File: config.mk
export PLATFORM = sky130hd
export DESIGN_NAME = tmr_capture
export DESIGN_NICKNAME = d
export VERILOG_FILES = /design/src/rtl/tmr_capture.sv
export SDC_FILE = /design/constraint.sdc
export NUM_CORES = 1
export LEC_CHECK = 0
export ABC_AREA = 1
export BUFFER_PORTS_ARGS = -buffer_cell sky130_fd_sc_hd__buf_2
export CORE_ASPECT_RATIO = 1.4
export CORE_UTILIZATION = 55
export CTS_CLUSTER_DIAMETER = 150
export DETAILED_ROUTE_END_ITERATION = 10
export PLACE_DENSITY = 0.77
export SKIP_LAST_GASP = 1
export SLEW_MARGIN = 20
export SYNTH_ARGS = -nofsm -noshare
export SYNTH_HDL_FRONTEND = slang
export SYNTH_SLANG_ARGS = --single-unit
File: constraint.sdc
create_clock -name clk -period 5.6 [get_ports clk]
set_input_delay 1.4 -clock clk [delete_from_list [all_inputs] [get_ports clk]]
set_output_delay 1.4 -clock clk [all_outputs]
set_load 0.03 [all_outputs]
File: src/rtl/tmr_capture.sv
// rtl/tmr_capture.sv - timer input capture: pin synchronizer, edge detect and capture FIFO
module tmr_capture_fifo #(
    parameter int DW    = 32,
    parameter int DEPTH = 4
) (
    input  logic                     clk,
    input  logic                     rst_n,
    input  logic [DW-1:0]            s_tdata,
    input  logic                     s_tvalid,
    output logic                     s_tready,
    output logic [DW-1:0]            m_tdata,
    output logic                     m_tvalid,
    input  logic                     m_tready,
    output logic [$clog2(DEPTH):0]   count
);
    localparam int AW = $clog2(DEPTH);
    localparam int PW = AW + 1;

    logic [PW-1:0] wr_q, wr_d;
    logic [PW-1:0] rd_q, rd_d;
    logic [DW-1:0] mem_q [DEPTH];

    logic full;
    logic empty;
    logic push;
    logic pop;

    // Extra pointer bit distinguishes full from empty when the index bits match.
    assign empty = (wr_q == rd_q);
    assign full  = (wr_q[AW] != rd_q[AW]) && (wr_q[AW-1:0] == rd_q[AW-1:0]);

    assign pop      = m_tready && !empty;
    // A slot freed by a same-cycle pop can take the incoming entry even when full.
    assign s_tready = !full || pop;
    assign push     = s_tvalid && s_tready;

    assign m_tvalid = !empty;
    assign m_tdata  = empty ? '0 : mem_q[rd_q[AW-1:0]];
    assign count    = wr_q - rd_q;

    always_comb begin
        wr_d = wr_q;
        rd_d = rd_q;
        if (push) begin
            wr_d = wr_q + PW'(1);
        end
        if (pop) begin
            rd_d = rd_q + PW'(1);
        end
    end

    always_ff @(posedge clk or negedge rst_n) begin
        if (!rst_n) begin
            wr_q <= '0;
            rd_q <= '0;
        end else begin
            wr_q <= wr_d;
            rd_q <= rd_d;
        end
    end

    always_ff @(posedge clk) begin
        if (push) begin
            mem_q[wr_q[AW-1:0]] <= s_tdata;
        end
    end
endmodule

module tmr_capture #(
    parameter int DEPTH       = 4,
    parameter int SYNC_STAGES = 2
) (
    input  logic                     clk,
    input  logic                     rst_n,
    input  logic [31:0]              TMR,
    input  logic                     CAPIN,
    input  logic                     CAPEN,
    input  logic [1:0]               CAPEDGE,
    input  logic                     CAPRD,
    input  logic                     CAPOVFCLR,
    output logic [31:0]              CAPVAL,
    output logic                     CAPVALID,
    output logic [$clog2(DEPTH):0]   CAPCNT,
    output logic                     CAPOVF
);
    localparam int WW = $clog2(SYNC_STAGES + 2);
    localparam logic [WW-1:0] WARM_DONE = WW'(SYNC_STAGES + 1);

    logic [SYNC_STAGES-1:0] sync_q, sync_d;
    logic                   hist_q, hist_d;
    logic [WW-1:0]          warm_q, warm_d;
    logic                   ovf_q, ovf_d;

    logic s;
    logic warm_done;
    logic rise;
    logic fall;
    logic cap_event;
    logic fifo_ready;
    logic drop;

    assign s         = sync_q[SYNC_STAGES-1];
    assign warm_done = (warm_q == WARM_DONE);
    assign rise      = s && !hist_q;
    assign fall      = !s && hist_q;
    assign cap_event = CAPEN && warm_done && ((CAPEDGE[0] && rise) || (CAPEDGE[1] && fall));
    assign drop      = cap_event && !fifo_ready;

    always_comb begin
        // Pin pipeline runs regardless of CAPEN so enabling never sees a stale edge.
        sync_d = {sync_q[SYNC_STAGES-2:0], CAPIN};
        hist_d = s;
        warm_d = warm_done ? warm_q : warm_q + WW'(1);
        ovf_d  = ovf_q;
        if (CAPOVFCLR) begin
            ovf_d = 1'b0;
        end
        if (drop) begin
            ovf_d = 1'b1;
        end
    end

    always_ff @(posedge clk or negedge rst_n) begin
        if (!rst_n) begin
            sync_q <= '0;
            hist_q <= 1'b0;
            warm_q <= '0;
            ovf_q  <= 1'b0;
        end else begin
            sync_q <= sync_d;
            hist_q <= hist_d;
            warm_q <= warm_d;
            ovf_q  <= ovf_d;
        end
    end

    tmr_capture_fifo #(
        .DW    (32),
        .DEPTH (DEPTH)
    ) u_fifo (
        .clk      (clk),
        .rst_n    (rst_n),
        .s_tdata  (TMR),
        .s_tvalid (cap_event),
        .s_tready (fifo_ready),
        .m_tdata  (CAPVAL),
        .m_tvalid (CAPVALID),
        .m_tready (CAPRD),
        .count    (CAPCNT)
    );

    assign CAPOVF = ovf_q;
endmodule

==> results.md <==
- Cell taking the most area after synthesis: sky130_fd_sc_hd__edfxtp_1
- Fraction of synthesized cell area taken by the top area cell type: 0.6765
- Maximum capacitance violations: 0
- Number of pins with negative max-slew slack in the final report: 0
- Share of post-route cells with drive strength above 1: 0.2176
- Number of nets in the layout: 583
- CTS buffer count: 17
- Distinct cell type count of the synthesized netlist: 24
- Router iterations before antenna repair: 5
- Worst hold margin: 0.3467 ns
- Highest-count cells in the layout ignoring fill and taps: sky130_fd_sc_hd__nor2_1, sky130_fd_sc_hd__edfxtp_1, sky130_fd_sc_hd__buf_2, sky130_fd_sc_hd__o21ai_1, sky130_fd_sc_hd__a21oi_1
- Setup crit start kind: register
- Number of placed instances, taps included: 650
- FMAX: 232.7 MHz
- Total Wirelength: 11650 µm
- Reg2Reg Depth: 7
- Predominant post-synthesis flop cell: sky130_fd_sc_hd__edfxtp_1
- Data arrival, critical path: 2.90 ns
- Pin count of the biggest net entering global routing: 66
- CTS clk-pin slew, worst paths: 0.06 ns
- Top-Level Pins: 77
- Critical-path maximum fanout: 65
- Vias in the first global route: 3658
- Standard cell core area: 9953 µm²
- Post-synthesis instance area: 5682 µm²
- Full die area: 10750 µm²
- CP endpoint kind: output pin
- Largest buffer count on any clock path: 2
- Iteration-0 DRC count of the detailed router: 190
- Relative max-transition margin: 0.2871
- Layout Utilization: 0.6782
- Drc violations: 0
- # clock sinks: 140
- Post-synthesis average cell area: 12.32 µm²
- Placement Rows: 43
- Least setup slack across all paths after layout: 1.303 ns
- Post-detailed-placement half-perimeter wirelength: 6254 µm
- Cell area power density: 621.1 nW/µm²
- Number of enable flip-flop cells after synthesis: 128
- Routed length per instance: 17.06 µm
- Root buffer cell: sky130_fd_sc_hd__clkbuf_16
- Clock tree from TritonCTS: built
- Worst min-delay path class: reg -> reg
- Total global routing overflow: 0
- Startpoint of the worst register-to-register path: u_fifo.rd_q[1]
- Skew-Pair Late Insertion Delay: 0.41 ns
- Reg-to-reg critical path endpoint: u_fifo.mem_q[3][28]
- Number of antenna violations at the first check in global routing: 1
- Worst Setup Path Type: reg -> out
- Warning count from the yosys run: 0
- Clk_skew: 0.007849 ns
- Instance count of the mapped netlist: 461
- Wire length of the first global-routing pass: 18110 µm
- Routability congestion estimate from global placement: 0.7245
- Avg Vias per Cell: 5.439
- Required time at the endpoint of the critical path: 4.20 ns
- Effective utilization at floorplan: 0.5708
- Hold violation total from the final report: 0
- H-tree depth reported by CTS: 4
- Result of the run: finished clean
- Final instance count without filler cells: 683
- Unrepaired setup endpoints after global routing: no
- Post-CTS Resized: 0
- Destination of the worst hold path: sync_q[1]
- Most common library cell in the layout ignoring fill and taps: sky130_fd_sc_hd__nor2_1
- Hold Path Depth: 0
- Clock period minus final worst setup slack: 4.297 ns
- Signed area change from the synthesized netlist to the final layout: 18.81%
- Vias: 3715
- Post-synthesis sequential area ratio: 0.7294
- Worst voltage drop across the vdd grid: 0.3507 mV
- Post-CTS setup buffers: 0
- GRT Util Overall: 0.2319
- Final period utilization: 0.7674
- Slew at the pin with the worst max-slew slack: 1.067 ns
- Total nets after synthesis: 510
- Worst hold start: sync_q[0]
- Number of nets still failing antenna checks after routing: 0
- Register bit count reported by yosys: 140
- Vertical die dimension: 122.3 µm
- Worst setup slack after placement: 1.740 ns
- FF-to-FF setup slack: 2.57 ns
- Number of hold-repair buffers added at the cts stage: 0
- Count of input and output buffers: 76
- DIE WIDTH: 87.90 µm
- Share of async-settable or async-resettable flops after synthesis: 0.08571
- Final setup vio count: 0
- Biggest area contributors in the synthesized netlist: sky130_fd_sc_hd__edfxtp_1, sky130_fd_sc_hd__nor2_1, sky130_fd_sc_hd__dfrtp_1
- Leakage power: 2.539 nW
- Final sum of negative setup slack: 0 ns
flip-flops by register name, indices dropped and copies added, names as in the netlist:
signal,count
CAPOVF,1
hist_q,1
sync_q,2
u_fifo.mem_q,128
u_fifo.rd_q,3
u_fifo.wr_q,3
warm_q,2
metrics by stage:
stage / total power [W] / instance area (µm²)
after floorplan: 0.002594 / 5682
after global placement: 0.002991 / 6118
after detailed placement: 0.003017 / 6118
after CTS: 0.004215 / 6748
after global routing: 0.004412 / 6750
final: 0.004193 / 6750
Yosys cell counts, types with 5 or more instances:
library cell and n:
sky130_fd_sc_hd__a21oi_1 33, sky130_fd_sc_hd__buf_2 9, sky130_fd_sc_hd__buf_6 5, sky130_fd_sc_hd__dfrtp_1 12, sky130_fd_sc_hd__edfxtp_1 128, sky130_fd_sc_hd__ha_1 8
sky130_fd_sc_hd__inv_1 15, sky130_fd_sc_hd__nand2_1 23, sky130_fd_sc_hd__nand3_1 8, sky130_fd_sc_hd__nor2_1 134, sky130_fd_sc_hd__o21ai_0 21, sky130_fd_sc_hd__o21ai_1 43
kinds of logic after synthesis:
group,count (synthesis),synth area share
compound gates,98,0.08655
xor+xnor,4,0.006167
fa+ha+maj,9,0.02114
buf+inv,41,0.03920
flops,140,0.7294
mux,1,0.001982
simple gates,168,0.1156
where the power goes:
part	switching (W)	internal (W)	total (W)
combinational	0.00128	0.000460	0.00174
clock	0.000402	0.000782	0.00118
sequential	0.0000490	0.00122	0.00127
total	0.00173	0.00246	0.00419
final cells by class:
type	count	area, µm²
sequential	140	4145
fill	717	3203
multi-input combinational	280	1345
clock buffer	18	429.2
timing repair buffer	78	395.4
clock inverter	14	200.2
tap	135	168.9
inverter	17	63.81
antenna	1	2.502
critical path, cell delays in order, from the launching register on:
cell,delay (ns)
sky130_fd_sc_hd__dfrtp_2,0.51
sky130_fd_sc_hd__buf_4,0.36
sky130_fd_sc_hd__inv_2,0.82
sky130_fd_sc_hd__o21ai_0,0.25
sky130_fd_sc_hd__a21oi_1,0.29
sky130_fd_sc_hd__buf_2,0.25
per-layer routing:
| layer | track usage | share of wire | vias to the layer above |
|---|---|---|---|
| li1 | - | - | 1755 |
| met5 | 0 | 0 | - |
| met1 | 0.2810 | 0.39 | 1822 |
| met4 | 0.09529 | 0.019 | 0 |
| met3 | 0.05111 | 0.058 | 15 |
| met2 | 0.3987 | 0.53 | 123 |
worst max-delay path by stage:
stage / startpoint / endpoint
2_1_floorplan: u_fifo.rd_q[1] / CAPVAL[0]
3_3_place_gp: u_fifo.rd_q[1] / CAPVAL[31]
3_5_place_dp: u_fifo.rd_q[0] / CAPVAL[31]
4_1_cts: u_fifo.rd_q[0] / CAPVAL[15]
5_1_grt: u_fifo.rd_q[0] / CAPVAL[31]
6_report: u_fifo.rd_q[0] / CAPVAL[31]
(Power assumes the default switching activity.)
